File: src/rtl/mem_pool_pkg.sv
// rtl/mem_pool_pkg.sv - owner encoding and rotation helper shared by the memory-pool arbiters
package mem_pool_pkg;

    localparam logic [2:0] NONE_USE = 3'b000;
    localparam logic [2:0] CONV_USE = 3'b001;
    localparam logic [2:0] MISC_USE = 3'b010;
    localparam logic [2:0] SAVE_USE = 3'b100;

    // First valid requester after owner_i in CONV->MISC->SAVE->CONV order, owner_i itself excluded.
    function automatic logic [2:0] next_in_rotation(
        input logic [2:0] owner_i,
        input logic [2:0] valid_i
    );
        logic [2:0] next_owner;
        next_owner = NONE_USE;
        case (owner_i)
            CONV_USE: begin
                if (valid_i[1])      next_owner = MISC_USE;
                else if (valid_i[2]) next_owner = SAVE_USE;
            end
            MISC_USE: begin
                if (valid_i[2])      next_owner = SAVE_USE;
                else if (valid_i[0]) next_owner = CONV_USE;
            end
            SAVE_USE: begin
                if (valid_i[0])      next_owner = CONV_USE;
                else if (valid_i[1]) next_owner = MISC_USE;
            end
            default: next_owner = NONE_USE;
        endcase
        return next_owner;
    endfunction

endpackage

File: src/rtl/read_tag_pipe.sv
// rtl/read_tag_pipe.sv - fixed-depth shift register carrying {valid, owner} tags beside the RAM
module read_tag_pipe #(
    parameter int DEPTH = 2,
    parameter int WIDTH = 4
) (
    input  logic             clk,
    input  logic             rst_p,
    input  logic [WIDTH-1:0] tag_i,
    output logic [WIDTH-1:0] tag_o
);

    logic [WIDTH-1:0] stage_q [DEPTH];

    always_ff @(posedge clk) begin
        if (rst_p) begin
            for (int i = 0; i < DEPTH; i++) begin
                stage_q[i] <= '0;
            end
        end else begin
            stage_q[0] <= tag_i;
            for (int i = 1; i < DEPTH; i++) begin
                stage_q[i] <= stage_q[i-1];
            end
        end
    end

    assign tag_o = stage_q[DEPTH-1];

endmodule

File: src/rtl/read_arbiter.sv
// rtl/read_arbiter.sv - three-way read-port arbiter for one memory-pool group
// Sticky priority with a hold limit; owner tags steer returning RAM data back to the issuer.
module read_arbiter
    import mem_pool_pkg::*;
#(
    parameter int ROW_PARA    = 4,
    parameter int ADDR_WIDTH  = 48,
    parameter int DATA_WIDTH  = 256,
    parameter int RAM_LATENCY = 2,
    parameter int MAX_HOLD    = 16
) (
    input  logic                  clk,
    input  logic                  rst_p,

    input  logic                  conv_read_valid_i,
    input  logic [ROW_PARA-1:0]   conv_read_bank_en_i,
    input  logic [ADDR_WIDTH-1:0] conv_read_addr_i,
    output logic                  conv_read_ready_o,
    output logic [DATA_WIDTH-1:0] conv_read_data_o,
    output logic                  conv_read_data_valid_o,

    input  logic                  misc_read_valid_i,
    input  logic [ROW_PARA-1:0]   misc_read_bank_en_i,
    input  logic [ADDR_WIDTH-1:0] misc_read_addr_i,
    output logic                  misc_read_ready_o,
    output logic [DATA_WIDTH-1:0] misc_read_data_o,
    output logic                  misc_read_data_valid_o,

    input  logic                  save_read_valid_i,
    input  logic [ROW_PARA-1:0]   save_read_bank_en_i,
    input  logic [ADDR_WIDTH-1:0] save_read_addr_i,
    output logic                  save_read_ready_o,
    output logic [DATA_WIDTH-1:0] save_read_data_o,
    output logic                  save_read_data_valid_o,

    output logic                  ram_read_en_o,
    output logic [ROW_PARA-1:0]   ram_read_bank_en_o,
    output logic [ADDR_WIDTH-1:0] ram_read_addr_o,
    input  logic [DATA_WIDTH-1:0] ram_read_data_i
);

    localparam int                HOLD_W     = $clog2(MAX_HOLD);
    localparam logic [HOLD_W-1:0] HOLD_LIMIT = HOLD_W'(MAX_HOLD - 1);

    logic [2:0]            req_valid;
    logic [2:0]            grant;
    logic                  accept;
    logic [2:0]            owner_q, owner_d;
    logic [HOLD_W-1:0]     hold_cnt_q, hold_cnt_d;
    logic [ROW_PARA-1:0]   win_bank_en;
    logic [ADDR_WIDTH-1:0] win_addr;

    logic                  rd_en_q;
    logic [ROW_PARA-1:0]   rd_bank_en_q;
    logic [ADDR_WIDTH-1:0] rd_addr_q;

    logic [3:0]            tag_in, tag_out;
    logic [DATA_WIDTH-1:0] rsp_data_q;
    logic [2:0]            rsp_valid_q;

    assign req_valid = {save_read_valid_i, misc_read_valid_i, conv_read_valid_i};

    // The hold-limit rotation is checked first so a long-running owner yields even while still valid.
    always_comb begin
        grant = NONE_USE;
        if (rst_p) begin
            grant = NONE_USE;
        end else if ((owner_q != NONE_USE) && (hold_cnt_q == HOLD_LIMIT)
                     && ((req_valid & ~owner_q) != 3'b000)) begin
            grant = next_in_rotation(owner_q, req_valid);
        end else if ((owner_q & req_valid) != 3'b000) begin
            grant = owner_q;
        end else if (req_valid[0]) begin
            grant = CONV_USE;
        end else if (req_valid[1]) begin
            grant = MISC_USE;
        end else if (req_valid[2]) begin
            grant = SAVE_USE;
        end
    end

    assign accept = (grant != NONE_USE);

    always_comb begin
        win_bank_en = '0;
        win_addr    = '0;
        case (grant)
            CONV_USE: begin
                win_bank_en = conv_read_bank_en_i;
                win_addr    = conv_read_addr_i;
            end
            MISC_USE: begin
                win_bank_en = misc_read_bank_en_i;
                win_addr    = misc_read_addr_i;
            end
            SAVE_USE: begin
                win_bank_en = save_read_bank_en_i;
                win_addr    = save_read_addr_i;
            end
            default: ;
        endcase
    end

    always_comb begin
        owner_d    = grant;
        hold_cnt_d = '0;
        if (accept && (grant == owner_q)) begin
            hold_cnt_d = (hold_cnt_q == HOLD_LIMIT) ? hold_cnt_q : hold_cnt_q + HOLD_W'(1);
        end
    end

    always_ff @(posedge clk) begin
        if (rst_p) begin
            owner_q      <= NONE_USE;
            hold_cnt_q   <= '0;
            rd_en_q      <= 1'b0;
            rd_bank_en_q <= '0;
            rd_addr_q    <= '0;
        end else begin
            owner_q      <= owner_d;
            hold_cnt_q   <= hold_cnt_d;
            rd_en_q      <= accept;
            rd_bank_en_q <= accept ? win_bank_en : '0;
            if (accept) begin
                rd_addr_q <= win_addr;
            end
        end
    end

    // owner_q is exactly the owner of the read currently on the RAM port whenever rd_en_q is high.
    assign tag_in = {rd_en_q, owner_q};

    read_tag_pipe #(
        .DEPTH (RAM_LATENCY),
        .WIDTH (4)
    ) u_tag_pipe (
        .clk   (clk),
        .rst_p (rst_p),
        .tag_i (tag_in),
        .tag_o (tag_out)
    );

    always_ff @(posedge clk) begin
        if (rst_p) begin
            rsp_data_q  <= '0;
            rsp_valid_q <= 3'b000;
        end else begin
            rsp_valid_q <= tag_out[3] ? tag_out[2:0] : 3'b000;
            if (tag_out[3]) begin
                rsp_data_q <= ram_read_data_i;
            end
        end
    end

    assign conv_read_ready_o      = grant[0];
    assign misc_read_ready_o      = grant[1];
    assign save_read_ready_o      = grant[2];

    assign conv_read_data_o       = rsp_data_q;
    assign misc_read_data_o       = rsp_data_q;
    assign save_read_data_o       = rsp_data_q;

    assign conv_read_data_valid_o = rsp_valid_q[0];
    assign misc_read_data_valid_o = rsp_valid_q[1];
    assign save_read_data_valid_o = rsp_valid_q[2];

    assign ram_read_en_o          = rd_en_q;
    assign ram_read_bank_en_o     = rd_bank_en_q;
    assign ram_read_addr_o        = rd_addr_q;

endmodule

File: config.mk
export PLATFORM = sky130hd
export DESIGN_NAME = read_arbiter
export DESIGN_NICKNAME = d
export VERILOG_FILES = /design/src/rtl/mem_pool_pkg.sv /design/src/rtl/read_tag_pipe.sv /design/src/rtl/read_arbiter.sv
export SDC_FILE = /design/constraint.sdc
export NUM_CORES = 1
export LEC_CHECK = 0
export ABC_AREA = 1
export BUFFER_PORTS_ARGS = -buffer_cell sky130_fd_sc_hd__buf_2
export CAP_MARGIN = 5
export CORE_AREA = 3 3 484 486
export CTS_CLUSTER_SIZE = 30
export DETAILED_ROUTE_END_ITERATION = 10
export DIE_AREA = 0 0 487 489
export GPL_TIMING_DRIVEN = 0
export PLACE_DENSITY_LB_ADDON = 0.3
export SYNTH_ARGS = -nofsm -noshare
export SYNTH_HDL_FRONTEND = slang
export SYNTH_SLANG_ARGS = --single-unit
File: constraint.sdc
create_clock -name clk -period 2 [get_ports clk]
set_clock_uncertainty 0.1 [all_clocks]
set_input_delay 0.5 -clock clk [delete_from_list [all_inputs] [get_ports clk]]
set_output_delay 0.5 -clock clk [all_outputs]
set_load 0.03 [all_outputs]
==> impl_results.md, run 1 <==
* Status: complete, but fails checks
* Failing checks: setup timing
* Hold Startpoint: ram_read_data_i[183]
* Initial drt markers at between 800 and 900
* Top Layer Used: met5
* Drt drc at 0
* Synth Register Bits at about 330
* Static Leak at 18.02 nW
* Vias in the first global route at 21740
* Tcrit/Tclk final at 133.6%
* Clock transition at path regs at 0.05 ns
* WL per Instance at 25.00 um
* Die X at ~490 um
* TritonCTS clock tree: yes
* Clock power share at 31.6%
* Synth top area cells: dfxtp_1, buf_4, nor2_1
* Share of layout cells above drive strength 1 at 59.05%
* Dominant cell type by area after synthesis: dfxtp_1
* Vias at 21410
* Reg2Reg Depth at 16
* Placer Congestion at 0.9027
* Reg2reg setup slack at -0.58 ns
* Clk buf depth at 3
* Final hold violations at 0
* Post-Route WL at between 150000 and 200000 um
* Final worst slack at -0.6717 ns
* Area Growth Syn to Fin at 131.3%
* Final Slew Violations at 0
* Nets in the synthesized netlist at around 2500
* First-pass GRT wire length at about 220000 um
* Worst Tran Pin Value at 0.6298 ns
* Switching share of power at 40.08%
* Hold Crit Class: in -> reg
* Peak supply drop at ~0.60 mV
* Register area share after synthesis at 40.23%
* Required @ worst endpoint at 1.40 ns
* Max transition margin at roughly three fifths
* Max-Cap Viols at 0
* Kind of critical path: reg -> out
* Distinct cells, synth at 25
* Synth top area share at roughly two fifths
* Placed cells at approximately 6400
* # setup viols final at 72
* Total Die Area at 238100 um2
* PortBufs at 1243
* Mapped cell area at between 15000 and 20000 um2
* Int Pwr at 17.26 mW
* Asr flop ratio synth at 0%
* Synth warn at 0
* Syn avg cell area at 7.671 um2
* Period minus WS final at between 2 and 3 ns
* Startpoint types: register
* Post-synth EDFFs at 0
* Area of the multi-input gates at 5321 um2
* Metal2 WL at roughly 85000 um
* Placement Rows at 176
* Setup crit end kind: output port
* DPL Wire Length at 149600 um
* PD cells at approximately 770 nW/um2
* Switching pwr at 11.55 mW
* Worst Setup SP: hold_cnt_q[1]$_SDFFE_PP0P_
* Sink Count at roughly 330
* Comb pwr share at 39.3%
* Sequential share of power at 29.1%
* Hold Path Depth at 3
* Drt via density at 3.081
* Max Clk Rate at between 300 and 400 MHz
* Initial antenna violation count at 72
* Largest net degree at the start of global routing at 20
* Post-DRT Antenna Nets at 0
* IO Count at 1244
* Die height at 489 um
* TNS Setup at -28.02 ns
* H-tree depth at 2
* Total CTS buffers at 48
* Core ar. at 230100 um2
* Metal3 WL at 17060 um
* RSZ-0062 raised after global routing: true
* Post-synth top cells: nor2_1, buf_4, dfxtp_1
* GR Util All Layers at between 10% and 20%
* Storage cell area at roughly 7300 um2
* Worst Path Max Fanout at 3
* Fillcell total at 26170
* Reg-to-Reg Start: hold_cnt_q[1]$_SDFFE_PP0P_
* Critical path arrival at between 2 and 2.5 ns
* Min Hold Slack at roughly 0.075 ns
* Post-Route M1 WL at ~65000 um
* Nets at about 4300
* Clk_lat worst skew at about 0.66 ns
* Most frequent cell after synthesis: nor2_1
* Primary FF master, synth: dfxtp_1
* Root Buffer: clkbuf_16
* Finished Layout Cells at slightly below 7000
* Drt first pass iters at 5
* Grt total ovfl at 0
* Initial core utilization at under 10%
* Mapped Cells at 2121
[metal layers]
metal  vias to the layer above  global-route usage, %
li1                       9995                      -
met1                     10080                  14.72
met2                      1055                  24.56
met3                       243                  5.819
met4                        36                  4.231
met5                         -                      0
[through the flow]
| step | area (um2) | setup WS, ns | power, mW | util [%] |
|---|---|---|---|---|
| final | 37640 | -0.6717 | 28.81 | 16.36 |
| after global routing | 37600 | -0.8228 | 30.11 | 16.34 |
| after CTS | 37100 | -0.8215 | 29.28 | 16.12 |
| after detailed placement | 26340 | -1.933 | 17.40 | 11.44 |
| after global placement | 26320 | -2.392 | 17.41 | 11.44 |
| after floorplan | 16310 | 0.01993 | 13.08 | - |
[state kept, by name (all words and copies together), names as in the netlist]
signal              flops
conv_read_data_o      256
ram_read_addr_o        48
u_tag_pipe.stage_q      8
hold_cnt_q              4
ram_read_bank_en_o      4
owner_q                 3
rsp_valid_q             3
ram_read_en_o           1
[repair_timing]
| item | in CTS | in global routing |
|---|---|---|
| resized for setup | 1660 | 119 |
| hold buffers | 394 | 0 |
| gates cloned | 0 | 7 |
| endpoints found under the setup margin | 1020 | 330 |
| buffers inserted | 47 | 24 |
| hold endpoints to repair | 306 | 0 |
| pin swaps | 20 | 84 |
[final cells by class]
type                    count  area share (%)
repair buffers           1712           37.60
flip-flops and latches    327           19.50
multi-input cells        1123           14.14
plain buffers             628           13.94
well taps                3026           10.06
clock buffers              64           3.563
clock inverters            19          0.7114
inverters                  27          0.3357
diodes                     23          0.1529
[power groups by stage]
stage	Sequential [mW]	Combinational, mW	Clock [mW]
after detailed placement	8.49	8.91	0
after floorplan	8.97	4.10	0
after CTS	8.40	11.3	9.54
final	8.37	11.3	9.11
after global placement	8.48	8.93	0
after global routing	8.45	12.0	9.67
[worst paths after layout]
check	endpoint
max	save_read_ready_o
min	conv_read_data_o[183]$_SDFFE_PP0P_
max reg2reg	ram_read_addr_o[37]$_SDFFE_PP0N_
min reg2reg	u_tag_pipe.stage_q[0][4]$_SDFF_PP0_
[critical path, cell delays in order, from the launching register on]
cell	delay, ns
dfxtp_2	0.35
ha_4	0.15
nand3_4	0.07
inv_2	0.06
nand2_2	0.05
nor2_4	0.15
buf_6	0.12
nand2_4	0.05
nand2_4	0.08
nor2_4	0.05
buf_12	0.15
buf_8	0.13
[kinds of logic after synthesis]
logic type | Yosys count | synth area share, %
compound gates | 260 | 7.998
xor+xnor | 1 | 0.05384
fa+ha+maj | 1 | 0.07689
buf+inv | 671 | 28.31
flops | 327 | 40.23
mux | 1 | 0.06152
simple gates | 860 | 23.26
[layout by cell type, fill, tap and decap left out, drive strengths merged]
cell and count:
a21oi 2, buf 1858, bufinv 5, clkbuf 152, clkinv 8, clkinvlp 4, dfxtp 327, diode 23
dlygate4sd3 394, ha 1, inv 29, mux2i 1, nand2 126, nand3 16, nand4 172, nor2 545
nor3 1, o21ai 258, xnor2 1
(Power assumes the default switching activity.)
==> run 2, diff against run 1 <==
--- a/config.mk
+++ b/config.mk
@@ -5,13 +5,12 @@
 export SDC_FILE = /design/constraint.sdc
 export NUM_CORES = 1
 export LEC_CHECK = 0
-export ABC_AREA = 1
 export BUFFER_PORTS_ARGS = -buffer_cell sky130_fd_sc_hd__buf_2
 export CAP_MARGIN = 5
-export CORE_AREA = 3 3 484 486
+export CORE_AREA = 3 3 486 488
 export CTS_CLUSTER_SIZE = 30
 export DETAILED_ROUTE_END_ITERATION = 10
-export DIE_AREA = 0 0 487 489
+export DIE_AREA = 0 0 489 491
 export GPL_TIMING_DRIVEN = 0
 export PLACE_DENSITY_LB_ADDON = 0.3
 export SYNTH_ARGS = -nofsm -noshare
==> impl_results.md, run 2 <==
* RSZ-0062 raised after global routing: true (unchanged)
* Reg2Reg Capture Point: ram_read_addr_o[37]$_SDFFE_PP0N_ (unchanged)
* Worst Path Max Fanout at 2 (was 3)
* Clk buf depth at 3 (unchanged)
* Fin area at 38770 um2 (was 37640 um2)
* Register area share after synthesis at 39.90% (was 40.23%)
* Final worst slack at -0.9423 ns (was -0.6717 ns)
* Clock transition at path regs at 0.06 ns (was 0.05 ns)
* Failing checks: setup timing (unchanged)
* Synth Register Bits at 327 (unchanged)
* Nets at 3861 (was 4285)
* Fillcell total at 25940 (was 26170)
* Clock power share at 38.3% (was 31.6%)
* Most frequent cells in the layout: buf_2, buf_6, buf_4 (was buf_2, buf_4, nor2_1)
* Area Growth Syn to Fin at 136.3% (was 131.3%)
* Required @ worst endpoint at 1.40 ns (about the same)
* Critical Path Max Stage Delay at 0.36 ns (was 0.35 ns)
* TritonCTS clock tree: yes (unchanged)
* Reg2reg setup slack at -0.86 ns (was -0.58 ns)
* Nets in the synthesized netlist at 2146 (was 2539)
* Post-synth top cells: buf_4, dfxtp_1, mux2i_1 (was nor2_1, buf_4, dfxtp_1)
* Startpoint types: register (unchanged)
* GR Util All Layers at 12.92% (was 13.79%)
* Initial antenna violation count at 79 (was 72)
* Max Clk Rate at 339.9 MHz (was 374.3 MHz)
* Worst Setup SP: hold_cnt_q[1]$_SDFFE_PP0P_ (unchanged)
* Total CTS buffers at 47 (was 48)
* Period minus WS final at 2.942 ns (was 2.672 ns)
* Core ar. at 232300 um2 (was 230100 um2)
* Clk_lat worst skew at 0.65 ns (was 0.66 ns)
* Vias in the first global route at 19690 (was 21740)
* Mapped cell area at 16410 um2 (was 16270 um2)
* Post-Route WL at 162900 um (was 173700 um)
* Asr flop ratio synth at 0% (unchanged)
* First-pass GRT wire length at 201400 um (was 215500 um)
* Initial drt markers at 615 (was 862)
* Vias at 19000 (was 21410)
* WP buf/inv at 3 (was 4)
* H-tree depth at 2 (unchanged)
* Die height at 491 um (was 489 um)
* Kind of critical path: reg -> out (unchanged)
* Status: complete, but fails checks (unchanged)
* Sink Count at 327 (unchanged)
* CP top delay family: flip-flops (was buffers and inverters)
* Tcrit/Tclk final at 147.1% (was 133.6%)
* Worst Tran Pin Value at 1.024 ns (was 0.6298 ns)
* CP Depth at 8 (was 11)
* Initial core utilization at 7.063% (was 7.070%)
* Drt via density at 2.901 (was 3.081)
* Critical path arrival at 2.34 ns (was 2.07 ns)
* Placed instance area at 26860 um2 (was 26340 um2)
* Switching share of power at 34.44% (was 40.08%)
* Final Slew Violations at 0 (unchanged)
* Max reg flops at 256 (unchanged)
* Critical path endpoint: conv_read_ready_o (was save_read_ready_o)
* Static Leak at 17.33 nW (was 18.02 nW)
* Setup crit end kind: output port (unchanged)
* Dpl ws at -2.263 ns (was -1.933 ns)
* IO Count at 1244 (unchanged)
* Synth top area share at 39.90% (was 40.23%)
* Primary FF master, synth: dfxtp_1 (unchanged)
* Drt first pass iters at 5 (unchanged)
* Syn avg cell area at 9.496 um2 (was 7.671 um2)
* # setup viols final at 61 (was 72)
* Distinct cells, synth at 40 (was 25)
* PD cells at 582.2 nW/um2 (was 765.3 nW/um2)
* Synth top area cells: dfxtp_1, buf_4, mux2i_1 (was dfxtp_1, buf_4, nor2_1)
* Mapped Cells at 1728 (was 2121)
* Drt drc at 0 (unchanged)
* Peak supply drop at 0.5468 mV (was 0.5995 mV)
* Most frequent cell after synthesis: buf_4 (was nor2_1)
* Comb pwr share at 29.0% (was 39.3%)
* Switching pwr at 7.775 mW (was 11.55 mW)
* WL per Instance at 24.87 um (was 25.00 um)
* Reg-to-Reg Start: hold_cnt_q[1]$_SDFFE_PP0P_ (unchanged)
* Share of layout cells above drive strength 1 at 65.49% (was 59.05%)
* Crit path cell chain: ha_4 > nand3_4 > a311oi_4 > mux2i_2 > nand2_4 > inv_8 > clkbuf_16 > buf_8 (was ha_4 > nand3_4 > inv_2 > nand2_2 > nor2_4 > buf_6 > nand2_4 > nand2_4 > nor2_4 > buf_12 > buf_8)
* Grt total ovfl at 0 (unchanged)
* Post-synth EDFFs at 0 (unchanged)
* Synth warn at 0 (unchanged)
* Leading cell type in the layout, fill and taps excluded: buf_2 (unchanged)
* Sequential share of power at 32.7% (was 29.1%)
* Largest net degree at the start of global routing at 12 (was 20)
* Root Buffer: clkbuf_16 (unchanged)
* Placement Rows at 177 (was 176)
* PortBufs at 1241 (was 1243)
* Int Pwr at 14.80 mW (was 17.26 mW)
* Final hold violations at 0 (unchanged)
* Die X at 489 um (was 487 um)
* Max transition margin at 31.75% (was 58.01%)
* Hold Crit Class: in -> reg (unchanged)
* Reg2Reg Depth at 14 (was 16)
* Dominant cell type by area after synthesis: dfxtp_1 (unchanged)
* Crit-path slowest cell: dfxtp_4 (was dfxtp_2)
* DPL Wire Length at 141600 um (was 149600 um)
* Total Die Area at 240100 um2 (was 238100 um2)
* Max-Cap Viols at 0 (unchanged)
* Placer Congestion at 0.8695 (was 0.9027)
* Post-DRT Antenna Nets at 0 (unchanged)
[run 2: layout make-up]
type,count,area [um2],share of cell area [%]
Clock buffer,67,1374,3.543
Multi-Input combinational cell,789,6036,15.57
Tap cell,3043,3807,9.820
Inverter,5,26.28,0.06777
Sequential cell,327,7388,19.06
Clock inverter,16,161.4,0.4163
Timing Repair Buffer,1697,14620,37.71
Buffer,576,5285,13.63
Antenna cell,30,75.07,0.1936
[run 2: power groups by stage]
stage               Combinational, mW  Sequential (mW)  Clock (mW)
floorplan                        2.35             7.88           0
global placement                 4.92             7.68           0
detailed placement               4.93             7.69           0
CTS                              6.58             7.41        9.09
global route                     6.93             7.42        9.24
finish                           6.55             7.37        8.66
[run 2: stage by stage]
step	power, mW	instances	hold WS, ns	setup TNS, ns	util, %
floorplan	10.23	1728	0.3057	-22.11	-
global placement	12.60	6012	0.3177	-565.16	11.54
detailed placement	12.62	6014	0.3196	-575.08	11.56
CTS	23.08	6518	0.001320	-49.40	16.55
global route	23.59	6529	0.02486	-52.30	16.67
finish	22.57	6550	0.08044	-42.63	16.69
[run 2: tightest hold or removal path, cell delays in order]
cell,delay [ns]
buf_2,0.09
a22oi_2,0.10
o2bb2ai_2,0.12
[run 2: worst min-delay path by stage]
stage	from	to	slack, ns	cells after the start
2_1_floorplan	u_tag_pipe.stage_q[0][4]$_SDFF_PP0_	rsp_valid_q[0]$_SDFF_PP0_	0.31	1
3_3_place_gp	u_tag_pipe.stage_q[0][3]$_SDFF_PP0_	u_tag_pipe.stage_q[0][7]$_SDFF_PP0_	0.32	1
3_5_place_dp	u_tag_pipe.stage_q[0][4]$_SDFF_PP0_	rsp_valid_q[0]$_SDFF_PP0_	0.32	1
4_1_cts	misc_read_bank_en_i[1]	ram_read_bank_en_o[1]$_SDFF_PP0_	0.001	3
5_1_grt	misc_read_addr_i[24]	ram_read_addr_o[24]$_SDFFE_PP0N_	0.02	3
6_report	misc_read_bank_en_i[2]	ram_read_bank_en_o[2]$_SDFF_PP0_	0.08	3
[run 2: cells by family after synthesis]
| logic type | Yosys count | share of synthesized area [%] |
|---|---|---|
| buffers and inverters | 612 | 26.05 |
| and+or+nand+nor | 348 | 9.364 |
| adders and majority gates | 1 | 0.07624 |
| DFF | 327 | 39.90 |
| xor gates and xnor gates | 1 | 0.05339 |
| AOI/OAI and AO/OA | 127 | 5.521 |
| muxes | 312 | 19.04 |
[run 2: per-layer routing]
layer / GRT usage (%) / part of all wire, %
met1: 14.18 / 38
met2: 22.76 / 49
met3: 4.465 / 8.6
met4: 4.825 / 4.3
met5: 0 / 0.12
[run 2: repair_timing]
item                       4_1_cts  5_1_grt
cloned                           0        5
hold endpoints to repair       308        0
hold buffers                   397        0
buffers inserted                36       19
pin swaps                        5       30
resized for setup             1971       57
setup endpoints to repair     1050      269
==> run 3, diff against run 2 <==
--- a/config.mk
+++ b/config.mk
@@ -7,12 +7,11 @@
 export LEC_CHECK = 0
 export BUFFER_PORTS_ARGS = -buffer_cell sky130_fd_sc_hd__buf_2
 export CAP_MARGIN = 5
-export CORE_AREA = 3 3 486 488
+export CORE_AREA = 4 4 487 489
 export CTS_CLUSTER_SIZE = 30
 export DETAILED_ROUTE_END_ITERATION = 10
-export DIE_AREA = 0 0 489 491
+export DIE_AREA = 0 0 491 493
 export GPL_TIMING_DRIVEN = 0
-export PLACE_DENSITY_LB_ADDON = 0.3
 export SYNTH_ARGS = -nofsm -noshare
 export SYNTH_HDL_FRONTEND = slang
 export SYNTH_SLANG_ARGS = --single-unit
==> impl_results.md, run 3 (synthesized netlist as in run 2, its figures left out) <==
* Worst Setup SP: owner_q[1]$_SDFF_PP0_ (was hold_cnt_q[1]$_SDFFE_PP0P_)
* Initial drt markers at 845 (was 615)
* Placed cells at 6012 (was 6014)
* TNS Setup at -39.87 ns (was -42.63 ns)
* Startpoint types: register (unchanged)
* Vias at 19140 (was 19000)
* Int Pwr at 14.15 mW (was 14.80 mW)
* Leading cell type in the layout, fill and taps excluded: buf_2 (unchanged)
* RSZ-0062 raised after global routing: true (unchanged)
* Reg-to-Reg Start: owner_q[1]$_SDFF_PP0_ (was hold_cnt_q[1]$_SDFFE_PP0P_)
* Placed instance area at 26820 um2 (was 26860 um2)
* TritonCTS clock tree: yes (unchanged)
* DPL Wire Length at 165500 um (was 141600 um)
* IO Count at 1244 (unchanged)
* Final hold violations at 0 (unchanged)
* Max Clk Rate at 338.8 MHz (was 339.9 MHz)
* Period minus WS final at 2.951 ns (was 2.942 ns)
* PD cells at 587.0 nW/um2 (was 582.2 nW/um2)
* Sink Count at 327 (unchanged)
* Switching pwr at 7.553 mW (was 7.775 mW)
* WL per Instance at 29.20 um (was 24.87 um)
* Hold Crit Class: in -> reg (unchanged)
* Die height at 493 um (was 491 um)
* Failing checks: setup timing (unchanged)
* Static Leak at 16.77 nW (was 17.33 nW)
* Nets at 3756 (was 3861)
* PortBufs at 1241 (unchanged)
* Clk buf depth at 3 (unchanged)
* Required @ worst endpoint at 1.40 ns (about the same)
* Share of layout cells above drive strength 1 at 67.78% (was 65.49%)
* Fin area at 36980 um2 (was 38770 um2)
* Worst Tran Pin Value at 0.9079 ns (was 1.024 ns)
* Placement Rows at 177 (unchanged)
* Clock power share at 36.4% (was 38.3%)
* Dpl ws at -2.214 ns (was -2.263 ns)
* Initial antenna violation count at 86 (was 79)
* Storage cell area at 7433 um2 (was 7388 um2)
* Crit-path slowest cell: a311oi_4 (was dfxtp_4)
* First-pass GRT wire length at 229500 um (was 201400 um)
* Status: complete, but fails checks (unchanged)
* Clock transition at path regs at 0.05 ns (was 0.06 ns)
* Tcrit/Tclk final at 147.6% (was 147.1%)
* Final Slew Violations at 0 (unchanged)
* Area of the multi-input gates at 6038 um2 (was 6036 um2)
* Final worst slack at -0.9513 ns (was -0.9423 ns)
* Placer Congestion at 0.9224 (was 0.8695)
* Largest net degree at the start of global routing at 13 (was 12)
* Final Util at 15.92% (was 16.69%)
* Post-Route WL at 188000 um (was 162900 um)
* Max-Cap Viols at 0 (unchanged)
* Reg2reg setup slack at -0.78 ns (was -0.86 ns)
* Worst Path Max Fanout at 10 (was 2)
* Total CTS buffers at 43 (was 47)
* Die X at 491 um (was 489 um)
* Root Buffer: clkbuf_16 (unchanged)
* Vias in the first global route at 19580 (was 19690)
* Critical Path Max Stage Delay at 0.36 ns (about the same)
* Crit path cell chain: buf_4 > nor3_4 > a311oi_4 > mux2i_2 > nand2_2 > clkinv_4 > clkbuf_16 > buf_12 (was ha_4 > nand3_4 > a311oi_4 > mux2i_2 > nand2_4 > inv_8 > clkbuf_16 > buf_8)
* Min Hold Slack at 0.07122 ns (was 0.08044 ns)
* Max transition margin at 39.47% (was 31.75%)
* Finished Layout Cells at 6439 (was 6550)
* Kind of critical path: reg -> out (unchanged)
* Post-DRT Antenna Nets at 0 (unchanged)
* Grt total ovfl at 0 (unchanged)
* Drt first pass iters at 6 (was 5)
* Area Growth Syn to Fin at 125.4% (was 136.3%)
* Sequential share of power at 34.4% (was 32.7%)
* H-tree depth at 2 (unchanged)
* Peak supply drop at 0.4922 mV (was 0.5468 mV)
* Switching share of power at 34.80% (was 34.44%)
* Hold Startpoint: ram_read_data_i[41] (was misc_read_bank_en_i[2])
* Critical path arrival at 2.35 ns (was 2.34 ns)
* Setup crit end kind: output port (unchanged)
* # setup viols final at 62 (was 61)
* Design Power at 21.71 mW (was 22.57 mW)
* Drt drc at 0 (unchanged)
* Drt via density at 2.972 (was 2.901)
* Max reg flops at 256 (unchanged)
* GR Util All Layers at 14.82% (was 12.92%)
* Clk_lat worst skew at 0.60 ns (was 0.65 ns)
* Initial core utilization at 7.063% (unchanged)
* Total Die Area at 242100 um2 (was 240100 um2)
* Fillcell total at 25830 (was 25940)
* Comb pwr share at 29.2% (was 29.0%)
* Core ar. at 232300 um2 (unchanged)
* Most frequent cells in the layout: buf_2, buf_4, buf_6 (was buf_2, buf_6, buf_4)
==> run 3: path summary, 6_finish.rpt <==
check	endpoint	cells past startpoint
min	conv_read_data_o[41]$_SDFFE_PP0P_	3
max reg2reg	ram_read_addr_o[35]$_SDFFE_PP0N_	14
min reg2reg	rsp_valid_q[0]$_SDFF_PP0_	1
max	conv_read_ready_o	8
==> run 3: final cells by class <==
class | count | share of cell area, %
flip-flops and latches | 327 | 20.10
multi-input cells | 789 | 16.33
well taps | 3043 | 10.30
inverters | 5 | 0.06429
diodes | 32 | 0.2166
repair buffers | 1580 | 35.36
clock inverters | 15 | 0.4669
clock buffers | 56 | 3.265
plain buffers | 592 | 13.90
==> run 3: what timing repair did <==
| action | in CTS | in global routing |
|---|---|---|
| cloned | 6 | 1 |
| hold buffers | 282 | 0 |
| setup buffers | 49 | 13 |
| resized for setup | 1759 | 37 |
| pin swaps | 26 | 10 |
| endpoints found under the hold margin | 275 | 0 |
| setup endpoints to repair | 1072 | 163 |
==> run 3: critical path: cells and delay by family (launching register included) <==
family | cells | cell delay, ns
AND/OR/NAND/NOR | 2 | 0.21
multiplexers | 1 | 0.30
buffers and inverters | 4 | 0.53
flip-flops | 1 | 0.32
AO/OA/AOI/OAI | 1 | 0.36
==> run 3: power groups by stage <==
stage               registers (mW)  logic, mW  clock network (mW)
floorplan                     7.88       2.35                   0
global placement              7.82       4.93                   0
detailed placement            7.82       4.94                   0
CTS                           7.50       6.36                8.27
global route                  7.51       6.64                8.46
finish                        7.47       6.33                7.91
==> run 3: layer usage <==
metal / up-vias / routed length [um] / global-route usage (%)
li1: 8571 / - / -
met1: 9071 / 76450 / 17.48
met2: 1171 / 90300 / 25.76
met3: 308 / 11800 / 3.457
met4: 14 / 9396 / 6.119
met5: - / 78 / 0
